**config.mk**
```make
export PLATFORM = sky130hd
export DESIGN_NAME = serial_adder_flat
export DESIGN_NICKNAME = d
export VERILOG_FILES = /design/src/rtl/serial_adder_pkg.sv /design/src/rtl/serial_adder_if.sv /design/src/rtl/serial_adder_fulladder.sv /design/src/rtl/serial_adder.sv /design/src/flat_wrapper.sv
export SDC_FILE = /design/constraint.sdc
export NUM_CORES = 1
export LEC_CHECK = 0
export CORE_MARGIN = 4
export CORE_UTILIZATION = 30
export DETAILED_ROUTE_END_ITERATION = 8
export DONT_BUFFER_PORTS = 1
export PLACE_DENSITY = 0.46
export SLEW_MARGIN = 20
export SYNTH_ARGS = -nofsm -noshare
export SYNTH_HDL_FRONTEND = slang
export SYNTH_HIERARCHICAL = 1
export SYNTH_SLANG_ARGS = --single-unit
export TNS_END_PERCENT = 20
```
**constraint.sdc**
```tcl
create_clock -name clk -period 1.5 [get_ports clk]
set_input_delay 0.3 -clock clk [delete_from_list [all_inputs] [get_ports clk]]
set_output_delay 0.3 -clock clk [all_outputs]
set_load 0.005 [all_outputs]
```
**src/rtl/serial_adder_pkg.sv**
```systemverilog
// Shared definitions for the bit-serial adder: FSM encoding and bit-counter sizing.
package serial_adder_pkg;

  localparam logic [1:0] S_IDLE  = 2'd0;
  localparam logic [1:0] S_SHIFT = 2'd1;
  localparam logic [1:0] S_DONE  = 2'd2;

  typedef enum logic [1:0] {
    ST_IDLE  = S_IDLE,
    ST_SHIFT = S_SHIFT,
    ST_DONE  = S_DONE
  } state_t;

  // Counter must be able to hold WIDTH itself, hence WIDTH+1 codes.
  function automatic int cnt_width(input int w);
    return $clog2(w + 1);
  endfunction

endpackage

```
**src/rtl/serial_adder_if.sv**
```systemverilog
// Request/result bundle between a requester (master) and the serial adder (slave).
// start is a level request taken only when the adder is idle; done is a one-cycle
// pulse during which sum/cout are fresh (they then hold until the next done).
interface serial_adder_if #(
  parameter int WIDTH = 8
);
  logic             start;
  logic [WIDTH-1:0] a;
  logic [WIDTH-1:0] b;
  logic             cin;
  logic             busy;
  logic             done;
  logic [WIDTH-1:0] sum;
  logic             cout;

  modport master (output start, a, b, cin, input busy, done, sum, cout);
  modport slave  (input start, a, b, cin, output busy, done, sum, cout);
endinterface

```
**src/rtl/serial_adder_fulladder.sv**
```systemverilog
// Single-bit full adder cell used once per clock by the serial adder.
module fulladder (
  input  logic i_a,
  input  logic i_b,
  input  logic i_c,
  output logic o_s,
  output logic o_c
);
  assign o_s = i_a ^ i_b ^ i_c;
  assign o_c = (i_a & i_b) | (i_c & (i_a ^ i_b));
endmodule

```
**src/rtl/serial_adder.sv**
```systemverilog
// Bit-serial WIDTH-bit adder: one full-adder cell with a registered carry, LSB first,
// one result every WIDTH+2 cycles.
module serial_adder
  import serial_adder_pkg::*;
#(
  parameter int WIDTH = 8
) (
  input  logic                clk,
  input  logic                rst_n,
  serial_adder_if.slave       bus,
  output state_t              o_dbg_state
);

  localparam int CW = cnt_width(WIDTH);

  state_t           r_state;
  logic [WIDTH-1:0] r_a;
  logic [WIDTH-1:0] r_b;
  logic [WIDTH-1:0] r_psum;
  logic             r_carry;
  logic [CW-1:0]    r_cnt;
  logic             r_busy;
  logic             r_done;
  logic [WIDTH-1:0] r_sum;
  logic             r_cout;

  logic             w_s;
  logic             w_co;
  logic             w_last;
  logic [WIDTH-1:0] w_psum_next;

  fulladder u_fa (
    .i_a (r_a[0]),
    .i_b (r_b[0]),
    .i_c (r_carry),
    .o_s (w_s),
    .o_c (w_co)
  );

  // New sum bit enters at the MSB so bit 0 lands in place after WIDTH shifts.
  generate
    if (WIDTH == 1) begin : g_psum_w1
      assign w_psum_next = w_s;
    end else begin : g_psum_wn
      assign w_psum_next = {w_s, r_psum[WIDTH-1:1]};
    end
  endgenerate

  assign w_last = (r_cnt == CW'(WIDTH - 1));

  always_ff @(posedge clk or negedge rst_n) begin
    if (!rst_n) begin
      r_state <= ST_IDLE;
      r_a     <= '0;
      r_b     <= '0;
      r_psum  <= '0;
      r_carry <= 1'b0;
      r_cnt   <= '0;
      r_busy  <= 1'b0;
      r_done  <= 1'b0;
      r_sum   <= '0;
      r_cout  <= 1'b0;
    end else begin
      case (r_state)
        ST_IDLE: begin
          if (bus.start) begin
            r_a     <= bus.a;
            r_b     <= bus.b;
            r_carry <= bus.cin;
            r_psum  <= '0;
            r_cnt   <= '0;
            r_busy  <= 1'b1;
            r_state <= ST_SHIFT;
          end
        end
        ST_SHIFT: begin
          r_a     <= r_a >> 1;
          r_b     <= r_b >> 1;
          r_carry <= w_co;
          r_psum  <= w_psum_next;
          r_cnt   <= r_cnt + CW'(1);
          if (w_last) begin
            r_sum   <= w_psum_next;
            r_cout  <= w_co;
            r_busy  <= 1'b0;
            r_done  <= 1'b1;
            r_state <= ST_DONE;
          end
        end
        ST_DONE: begin
          r_done  <= 1'b0;
          r_state <= ST_IDLE;
        end
        default: begin
          r_busy  <= 1'b0;
          r_done  <= 1'b0;
          r_state <= ST_IDLE;
        end
      endcase
    end
  end

  assign bus.busy    = r_busy;
  assign bus.done    = r_done;
  assign bus.sum     = r_sum;
  assign bus.cout    = r_cout;
  assign o_dbg_state = r_state;

endmodule

```
**src/flat_wrapper.sv**
```systemverilog
// flat-port wrapper written by rule: the top's interface ports become plain ports
module serial_adder_flat import serial_adder_pkg::*;
#(
  parameter int WIDTH = 8
)
  (clk, rst_n, o_dbg_state, bus_start, bus_a, bus_b, bus_cin, bus_busy, bus_done, bus_sum, bus_cout);
  serial_adder_if #(.WIDTH(WIDTH)) bus_i ();
  input  logic clk;
  input  logic rst_n;
  output state_t o_dbg_state;
  input wire logic [$bits(bus_i.start)-1:0] bus_start;
  input wire logic [$bits(bus_i.a)-1:0] bus_a;
  input wire logic [$bits(bus_i.b)-1:0] bus_b;
  input wire logic [$bits(bus_i.cin)-1:0] bus_cin;
  output wire logic [$bits(bus_i.busy)-1:0] bus_busy;
  output wire logic [$bits(bus_i.done)-1:0] bus_done;
  output wire logic [$bits(bus_i.sum)-1:0] bus_sum;
  output wire logic [$bits(bus_i.cout)-1:0] bus_cout;
  assign bus_i.start = bus_start;
  assign bus_i.a = bus_a;
  assign bus_i.b = bus_b;
  assign bus_i.cin = bus_cin;
  assign bus_busy = bus_i.busy;
  assign bus_done = bus_i.done;
  assign bus_sum = bus_i.sum;
  assign bus_cout = bus_i.cout;
  serial_adder #(.WIDTH(WIDTH)) u_core (.clk(clk), .rst_n(rst_n), .bus(bus_i), .o_dbg_state(o_dbg_state));
endmodule
```
== Word-level counts from Yosys, hierarchy flattened ==
Index checks and enable logic that the tools add are counted.

* Bits in registers: 42
* Word-level logic and storage cells: 48
* Input bits: 20

* Mux-type cells: 18
* Bitwise logic cells: 7
* Reductions and logical operators: 7
* $add $sub $neg: 1
* Eq/ne operators: 5

{| class="wikitable"
|+ Operator list
! kind !! number
|-
| 8-bit case mux with 2 select lines || 3
|-
| 8-bit two-way mux || 3
|-
| 4-bit case mux with 2 select lines || 1
|-
| 2-bit AND reduction || 4
|-
| 4-bit by 1-bit adder with 4-bit output, second input constant || 1
|-
| 4-bit by 3-bit == test with 1-bit output, second input constant || 1
|-
| 1-bit two-way mux || 4
|-
| 2-bit two-way mux || 2
|-
| 4-bit two-way mux || 1
|-
| 1-bit case mux with 2 select lines || 2
|-
| 2-bit case mux with 2 select lines || 1
|-
| 1-bit case mux with 3 select lines || 1
|-
| 3-bit AND reduction || 1
|-
| 1-bit AND || 2
|-
| 2-bit by 1-bit == test with 1-bit output, second input constant || 1
|-
| 2-bit == test, second input constant || 1
|-
| 2-bit zero test || 1
|-
| 2-bit by 1-bit != test with 1-bit output, second input constant || 1
|-
| 2-bit != test, second input constant || 1
|-
| 1-bit NOT || 2
|-
| 2-bit nonzero test || 1
|-
| 1-bit bitwise XOR || 2
|-
| 1-bit bitwise OR || 1
|}

== Logic depth before layout (Yosys ltp) ==
Gate-level depths: netlist of run 1.

* Depth in word-level cells: 4
* Mapped depth: 5
* Mapped depth without buffers: 4

== By module ==
Netlist of run 1, hierarchy kept.

{| class="wikitable"
|+ By module, submodules not included
! module !! area an instance (um^2) !! cells each !! instances
|-
| serial_adder || 1853.0 || 160 || 1
|-
| fulladder || 20.0 || 1 || 1
|}

== Least setup slack after synthesis of run 1 ==
Ideal clock, no wire load.

* Path type: register to register
* Start point: register u_core.r_cnt[0]
* End point: register u_core.r_cout, in the netlist u_core/bus.cout
* Period minus slack after synthesis: 1.498 ns
* Slack: 0.002 ns
* Setup time: 0.125 ns
* Data arrival time: 1.372 ns
* Stages on the path, launching flop included: 6
* Data required time: 1.375 ns
* Path through: dfrtp_1 ha_1 and3b_1 and2_4 buf_12 mux2_4

* Longest elaborated chain between the ends: 2

{| class="wikitable"
|+ Ends and longest elaborated chain
! element !! RTL line !! source
|-
| from (decl) || serial_adder.sv:21 || <nowiki>logic [CW-1:0] r_cnt;</nowiki>
|-
| from (signal assigned) || serial_adder.sv:81 || <nowiki>r_cnt <= r_cnt + CW'(1);</nowiki>
|-
| 4-bit by 3-bit == test with 1-bit output || serial_adder.sv:49 || <nowiki>assign w_last = (r_cnt == CW'(WIDTH - 1));</nowiki>
|-
| 2-bit AND reduction (no line) || - ||
|-
| to (signal assigned) || serial_adder.sv:84 || <nowiki>r_cout <= w_co;</nowiki>
|-
| to (decl) || serial_adder.sv:25 || <nowiki>logic r_cout;</nowiki>
|}

Every way passes these cells.
A chain may end at the register's enable or synchronous reset.

== Worst setup path after layout of run 1 ==
* Start point: register u_core.r_cnt[1]
* End point: register u_core.r_sum[6], in the netlist u_core/bus.sum[6]

* Longest elaborated chain between the ends: 2

{| class="wikitable"
|+ Ends and longest elaborated chain
! element !! RTL line !! source
|-
| 4-bit by 3-bit == test with 1-bit output || serial_adder.sv:49 ||
|-
| 2-bit AND reduction (no line) || - ||
|-
| to (signal assigned) || serial_adder.sv:83 || <nowiki>r_sum <= w_psum_next;</nowiki>
|-
| to (decl) || serial_adder.sv:24 || <nowiki>logic [WIDTH-1:0] r_sum;</nowiki>
|}

Every way passes these cells.

==> impl_metrics.tcl, run 1 <==
set metrics [dict create \
    outcome "completed" \
    min_path_type "primary input to register" \
    combPwrFrac 0.313 \
    yosysTopAreaCellShare 0.548 \
    start_kind "register" \
    track_usage 0.111 \
    worstSetupPathType "register to register" \
    finalCritPeriodShare 0.962 \
    antenna_found_initial 0 \
    netlist_area_um2 1870 \
    grt_remaining_overflow 0 \
    synth_top_area_cell "dfrtp_1" \
    postSynthAreaPerCell_um2 11.6 \
    cts_buffers 5 \
    fin_cells 244 \
    dr_wl_met3_um 258 \
    dieArea_um2 7570 \
    fin_crit_ps 1440 \
    pre_cts_ws_ps 45.9 \
    peakVddDrop_v 0.000803 \
    die_w_um 87.0 \
    placed_area_um2 1940 \
    routed_wl_mm 4.01 \
    grt_pass1_vias 1373 \
    worst_slack_ps 56.5 \
    clock.fmax_mhz 693 \
    grt_max_degree 42 \
    worstSkewPairLatency_ps 290 \
    ios 33 \
    clk_pin_slew_ps 80 \
    gp_congestion 0.696 \
    internal-power_mw 2.75 \
    drive_above_1_share 0.178 \
    power_frac_seq 0.461 \
    antenna_cells 0 \
    ys_seq_elements 41 \
    worstPathArrival_ps 1620 \
    clockPowerShare 0.226 \
    drc_errors 0 \
    ys_seq_area_frac 0.548 \
    detailroute.via_count 1231 \
    core_um2 5990 \
    final_cell_area_um2 2110 \
    fp.dieH_um 87.0 \
    yosysWarningCount 6 \
    wl_met2_mm 1.87 \
    start_util 0.313 \
    skew_ps 10.6 \
    layout_common_cells "dfrtp_1 (41), a21oi_1 (20), nor2b_1 (19)" \
    dpl.hpwl_mm 2.53 \
    relSlewSlack 0.750 \
    drt-met1-wl_mm 1.84 \
    drt_iter0_drc 54 \
    setup_violations 0 \
    rsz0062_at_grt "no" \
    slew_viol_final 0 \
    dp.cells 232 \
    power.density_nw_per_um2 1910 \
    ant_nets 0 \
    final_common_cell "dfrtp_1" \
    synthDistinctLibCells 26 \
    setup_tns_ps 0 \
    reg2reg_depth 4 \
    rows 28 \
    p_sw_mw 1.28 \
    cts.sinks 41 \
    cts_tree "built" \
    area_growth_pct 12.4 \
    routedWlPerCell_um 16.4 \
    synth_cells 161 \
    required_ps 1670 \
    highest_layer "met4" \
    h-tree-depth 2 \
    ys_top_cells_by_area "dfrtp_1 (55%), mux2_4 (7.2%), nor2b_1 (6.3%), a22oi_1 (6.0%), a21oi_1 (5.3%)" \
    cts_buffer_depth 2 \
    endpoint_kind "register" \
    synthesis.nets 183 \
    nNetsFinal 190 \
    worst_slew_pin_slew_ps 374 \
    crit_fanout 5 \
    viasPerCell 5.05 \
    grt_pass1_wl_mm 6.58 \
    clockRootBuffer "clkbuf_8" \
    numPortBuffers 0 \
    p_leak_nw 0.918 \
    p_sw_frac 0.317 \
    hold_path_depth 2 \
    cap_violations 0 \
    dr.pass1.iters 4 \
    finalHoldViolCount 0 \
]
==> stage by stage <==
stage           util  total power [mW]  hold slack, ps
2_1_floorplan      -              2.81            4.41
4_1_cts        0.349              4.06             183
3_3_place_gp   0.324              3.03            5.90
5_1_grt        0.352              4.35             188
6_report       0.352              4.03             196
3_5_place_dp   0.324              3.09            5.66
==> timing repair <==
action | 4_1_cts | 5_1_grt
gates resized for setup | 0 | 2
endpoints found under the hold margin | 41 | 0
hold buffers | 2 | 0
buffers inserted | 0 | 1
setup endpoints to repair | 0 | 9
==> cell families after synthesis <==
group,count (synthesis),share of synthesized area
buf+inv,14,0.0494
fa+ha+maj,2,0.0174
simple gates,29,0.0895
mux,10,0.0782
compound gates,65,0.218
flops,41,0.548
==> worst max-delay path, cell delays in order (launching register included) <==
cell and delay, ps:
dfrtp_1 410, ha_1 210, and3b_2 240, and2_4 180, mux2_4 300
==> registers in the layout, indices dropped and copies added (netlist names), 2 cells and up <==
name / count
u_core/bus.sum: 8
u_core/r_b: 8
u_core/r_cnt: 4
u_core/r_a: 8
u_core/r_psum: 7
u_core/o_dbg_state: 2
==> power groups by stage <==
stage,clock (mW),combinational [mW],sequential [mW]
6_report,0.911,1.26,1.86
5_1_grt,0.992,1.43,1.93
4_1_cts,0.954,1.24,1.86
3_5_place_dp,0,1.20,1.88
3_3_place_gp,0,1.16,1.87
2_1_floorplan,0,1.02,1.80
==> synthesized netlist by cell type <==
master,number
o21ai_0,14
buf_4,1
a41oi_1,1
clkbuf_1,4
nor2b_1,19
dfrtp_1,41
a21oi_1,20
buf_12,1
ha_1,1
o32ai_1,1
o21ai_1,3
nand3_1,1
inv_1,2
and3b_1,1
o21bai_1,1
mux2_4,9
fa_1,1
a22oi_1,15
buf_6,2
a31oi_1,1
mux2_2,1
nand2_1,3
nor2_1,4
buf_2,4
a22o_1,9
and2_4,1
==> routing by layer <==
metal / track usage / vias up
met5: 0 / -
li1: - / 596
met2: 0.170 / 31
met3: 0.0501 / 5
met4: 0.0567 / 0
met1: 0.131 / 599
==> layout make-up <==
type / instances / area, µm²
timing repair buffer: 11 / 97.6
multi-input combinational: 107 / 764
inverter: 2 / 7.51
tap: 75 / 93.8
fill: 572 / 3880
clock inverter: 1 / 30.0
sequential: 41 / 1030
clock buffer: 7 / 86.3
==> path summary, 6_finish.rpt <==
path	from	endpoint	slack, ps
min	bus_b[3]	u_core/r_b[3]	200
max reg2reg	u_core/r_cnt[1]	u_core/bus.sum[6]	60
max in group asynchronous	rst_n	u_core/r_a[4]	810
max	u_core/r_cnt[1]	u_core/bus.sum[6]	60
min reg2reg	u_core/r_cnt[3]	u_core/r_cnt[3]	500
min in group asynchronous	rst_n	u_core/o_dbg_state[1]	490
(Power assumes the default switching activity.)
==> inputs of run 2 (changes only) <==
ABC_AREA = 1   (was unset)
clock period = 1.2 ns   (was 1.5 ns; I/O delays follow)
==> run 2 against run 1 <==
  * Non-clock buffer count down 2
  * The run now ends with negative hold slack left
  * Routed wire length grew 3.4%
  * Final area down 0.24%
  * Sequential share of layout area grew 0.18 points
==> impl_metrics.tcl, run 2 <==
set metrics [dict create \
    outcome "complete, but fails checks" \
    violations "negative hold slack" \
    required_ps 1420 \
    grt_pass1_wl_mm 7.07 \
    grt_max_degree 42 \
    rows 27 \
    yosysTopAreaCellShare 0.571 \
    min_path_type "primary input to async pin" \
    cts_buffers 5 \
    yosysMostFrequentCell "nand2_1" \
    slowest_stage "fa_2" \
    ant_nets 0 \
    cts.sinks 41 \
    synthesis.nets 225 \
    core_um2 5640 \
    antenna_found_initial 0 \
    rr_startpoint "u_core/r_carry" \
    start_kind "register" \
    h-tree-depth 2 \
    clk_pin_slew_ps 70 \
    routed_wl_mm 4.14 \
    netlist_area_um2 1800 \
    post-route-util 0.372 \
    die_w_um 85.4 \
    synth-edff-count 0 \
    fp.dieH_um 85.4 \
    numPortBuffers 0 \
    drive_above_1_share 0.183 \
    cp_top_family "adder cells" \
    setup_violations 0 \
    cap_violations 0 \
    async_flop_share 1.00 \
    start_util 0.318 \
    synthFlopType "dfrtp_1" \
    rrSetupSlack_ps 10 \
    p_leak_nw 1.03 \
    relSlewSlack 0.799 \
    drt_iter0_drc 52 \
    dr.pass1.iters 4 \
    antenna_cells 0 \
    synthAdderAreaFrac 0.0181 \
    dpl.hpwl_mm 2.64 \
    cts_tree "built" \
    synth_compound_area_frac 0.0202 \
    worstPathArrival_ps 1410 \
    muxShareOfSynthArea 0 \
    finalCritPeriodShare 0.990 \
    nNetsFinal 235 \
    cp_cell_sequence "fa_2 -> nand2_1 -> o21ai_1" \
    endpoint_kind "register" \
    synth_xor_area_frac 0 \
    final_common_cell "nand2_1" \
    slew_viol_final 0 \
    postSynthAreaPerCell_um2 8.84 \
    fin_crit_ps 1190 \
    crit_fanout 2 \
    ys_seq_area_frac 0.571 \
    peakVddDrop_v 0.000709 \
    track_usage 0.122 \
    grt_pass1_vias 1470 \
    worstSetupPathType "register to register" \
    ys_seq_elements 41 \
    area_growth_pct 17.0 \
    power.density_nw_per_um2 2530 \
    routedWlPerCell_um 14.5 \
    finalHoldViolCount 41 \
    post_cts_buffers 0 \
    skew_ps 4.92 \
    max_stage_delay_ps 600 \
    gp_congestion 0.714 \
    cp_num_buf_inv 0 \
    clockRootBuffer "clkbuf_8" \
    worst_slew_pin_slew_ps 301 \
    yosysWarningCount 6 \
    ys_top_cells_by_count "nand2_1 (84), nand3_1 (44), dfrtp_1 (41)" \
    ys_top_cells_by_area "dfrtp_1 (57%), nand2_1 (18%), nand3_1 (12%), buf_6 (1.3%), fa_1 (1.1%)" \
    synth_top_area_cell "dfrtp_1" \
    worstSkewPairLatency_ps 290 \
    clock.fmax_mhz 842 \
    ios 33 \
    rsz0062_at_grt "yes" \
    dieArea_um2 7290 \
    synthSimpleGateAreaFrac 0.337 \
    synth_cells 203 \
    holdWs_ps -358 \
    viasPerCell 4.69 \
    layout_common_cells "nand2_1 (77), nand3_1 (43), dfrtp_1 (40)" \
    crit_start "u_core/r_carry" \
    drc_errors 0 \
    grt_remaining_overflow 0 \
    cts_buffer_depth 2 \
    setup_tns_ps 0 \
    synth_top_family_by_area "simple AND/OR/NAND/NOR gates" \
    detailroute.via_count 1338 \
    synthDistinctLibCells 22 \
]
## run 2: repair_timing
item	in CTS	in global routing
endpoints found under the setup margin	10	27
gates cloned	1	1
endpoints found under the hold margin	41	41
pin swaps	1	11
gates resized for setup	3	20
## run 2: logic make-up (layout without fill, tap and decap cells)
kind of cell	after synthesis	after routing
AO/OA/AOI/OAI	6	6
adder cells (fa/ha/maj)	2	2
flip-flops	41	41
AND/OR/NAND/NOR	139	141
buffers and inverters	15	23
## run 2: per-layer routing
layer	routed length, µm	part of all wire	global-route usage	vias up
li1	-	-	-	676
met1	1920	0.46	0.159	634
met2	1970	0.48	0.192	23
met3	178	0.043	0.0340	5
met4	73	0.018	0.0475	0
met5	0	0	0	-
## run 2: cell type report
| class | instances | area (µm²) |
|---|---|---|
| clock buffer | 7 | 86.3 |
| fill | 588 | 3540 |
| inverter | 7 | 33.8 |
| multi-input combinational | 149 | 754 |
| sequential | 41 | 1030 |
| tap | 72 | 90.1 |
| timing repair buffer | 9 | 109 |
## run 2: path summary, 6_finish.rpt
path / cells after the start / end
max reg2reg: 3 / u_core/r_psum[7]
max in group asynchronous: 0 / u_core/o_dbg_state[0]
min: 0 / u_core/r_b[7]
max: 3 / u_core/r_psum[7]
min in group clk: 2 / u_core/r_b[7]
min reg2reg: 2 / u_core/bus.sum[0]
## run 2: where the power goes
part,internal [mW],switching (mW)
registers,1.97,0.460
logic,0.854,1.14
clock network,0.456,0.437
total,3.28,2.03
## run 2: per-stage QoR
step	area (µm²)	power, mW	setup slack (ps)	instances	hold WS [ps]
after floorplan	1800	3.65	64.5	203	-55.6
after detailed placement	1920	4.24	-24.9	276	-54.6
final	2100	5.32	12.0	285	-358
after global routing	2100	5.80	-44.6	285	-382
after CTS	2020	5.22	-4.84	284	-374
after global placement	1920	4.22	-1.72	276	-54.5
==> inputs of run 3 (changes only) <==
SKIP_CTS_REPAIR_TIMING = 1   (was unset)
==> run 3 against run 2 <==
  * The run still ends with negative hold slack left
  * Total power grew 0.18%
  * Non-clock buffer count unchanged
  * First-iteration DRC count increased by 1.9%
  * Final area rose by 0.12%
  * Count of clock-buffer cells in the layout did not move
  * Critical path depth unchanged
  * Clock skew is 1.0 ps higher
  * Die area unchanged
  * Fmax is essentially flat
  * Register-to-register slack is essentially flat
  * Global-route usage is 0.16 points lower
  * Largest power group unchanged
  * Highest routed layer unchanged
==> impl_metrics.tcl, run 3 (synthesis results as in run 2) <==
set metrics [dict create \
    combPwrFrac 0.375 \
    layout_common_cells "nand2_1 (78), nand3_1 (43), dfrtp_1 (40)" \
    grt_use_met3 0.0340 \
    grt_remaining_overflow 0 \
    detailroute.via_count 1341 \
    rsz0062_at_grt "yes" \
    h-tree-depth 2 \
    holdWs_ps -357 \
    worst_slew_pin_slew_ps 300 \
    pre_cts_ws_ps -24.9 \
    clockRootBuffer "clkbuf_8" \
    fin_crit_ps 1190 \
    setup_tns_ps 0 \
    clk_pin_slew_ps 80 \
    rows 27 \
    finalCritPeriodShare 0.990 \
    violations "negative hold slack" \
    drc_errors 0 \
    dieArea_um2 7290 \
    cts_buffers 5 \
    cts.sinks 41 \
    viasPerCell 4.71 \
    slew_viol_final 0 \
    grt_max_degree 42 \
    final_common_cell "nand2_1" \
    dpl.hpwl_mm 2.64 \
    relSlewSlack 0.800 \
    peakVddDrop_v 0.000720 \
    finalHoldViolCount 41 \
    min_path_type "primary input to async pin" \
    drt_iter0_drc 53 \
    internal-power_mw 3.29 \
    routedWlPerCell_um 14.6 \
    required_ps 1420 \
    dr.pass1.iters 4 \
    setup_violations 0 \
    routed_wl_mm 4.15 \
    drive_above_1_share 0.178 \
    ant_nets 0 \
    track_usage 0.120 \
    rrSetupSlack_ps 10 \
    grt_pass1_wl_mm 7.00 \
    cap_violations 0 \
    start_kind "register" \
    gp_congestion 0.714 \
    worst_slack_ps 11.7 \
    numPortBuffers 0 \
    worstSkewPairLatency_ps 290 \
    power_frac_seq 0.456 \
    skew_ps 5.97 \
    antenna_cells 0 \
    p_leak_nw 1.04 \
    worstPathArrival_ps 1410 \
    nNetsFinal 235 \
    die_w_um 85.4 \
    area_growth_pct 17.1 \
    power.density_nw_per_um2 2530 \
    outcome "complete, but fails checks" \
    gr-usage-met1 0.159 \
    p_sw_mw 2.04 \
    fp.dieH_um 85.4 \
    post-route-util 0.373 \
    ios 33 \
    clock.fmax_mhz 842 \
    top_usage_layer "met2" \
    antenna_found_initial 0 \
    p_sw_frac 0.383 \
    met2_usage 0.186 \
    cts_buffer_depth 2 \
    clockPowerShare 0.168 \
    start_util 0.318 \
    cts_tree "built" \
    endpoint_kind "register" \
    grt_pass1_vias 1456 \
    core_um2 5640 \
    worstSetupPathType "register to register" \
    crit_fanout 2 \
]
run 3: path summary, 6_finish.rpt:
path,end,startpoint,cells past startpoint
setup / recovery,u_core/r_psum[7],u_core/r_carry,3
setup reg to reg,u_core/r_psum[7],u_core/r_carry,3
max in group asynchronous,u_core/o_dbg_state[0],rst_n,0
hold / removal,u_core/r_b[7],rst_n,0
min in group clk,u_core/r_b[7],bus_b[7],2
hold reg to reg,u_core/bus.sum[0],u_core/r_psum[1],2
run 3: stage by stage:
| stage | power [mW] | std cells | area, µm² |
|---|---|---|---|
| after floorplan | 3.65 | 203 | 1800 |
| after detailed placement | 4.24 | 276 | 1920 |
| after global routing | 5.81 | 285 | 2100 |
| final | 5.33 | 285 | 2100 |
| after CTS | 5.18 | 283 | 2010 |
| after global placement | 4.22 | 276 | 1920 |
run 3: power groups by stage:
stage          logic [mW]  registers (mW)  clock network (mW)
2_1_floorplan        1.32            2.33                   0
3_3_place_gp         1.81            2.41                   0
3_5_place_dp         1.83            2.41                   0
4_1_cts              1.84            2.39               0.950
5_1_grt              2.29            2.52               0.996
6_report             2.00            2.43               0.897
run 3: per-layer routing:
layer	vias to the layer above	wire length (µm)
met1	627	1910
li1	675	-
met2	34	1940
met3	5	219
met4	0	73
met5	-	0
run 3: area by class of cell:
cell class / count / area (µm²)
clock buffer: 7 / 86.3
multi-input combinational: 149 / 757
inverter: 7 / 33.8
sequential: 41 / 1030
tap: 72 / 90.1
timing repair buffer: 9 / 109
fill: 586 / 3540
run 3: worst max-delay path: stages (launching register included):
cell and delay [ps]:
dfrtp_1 410, fa_2 600, nand2_1 50, o21ai_1 60
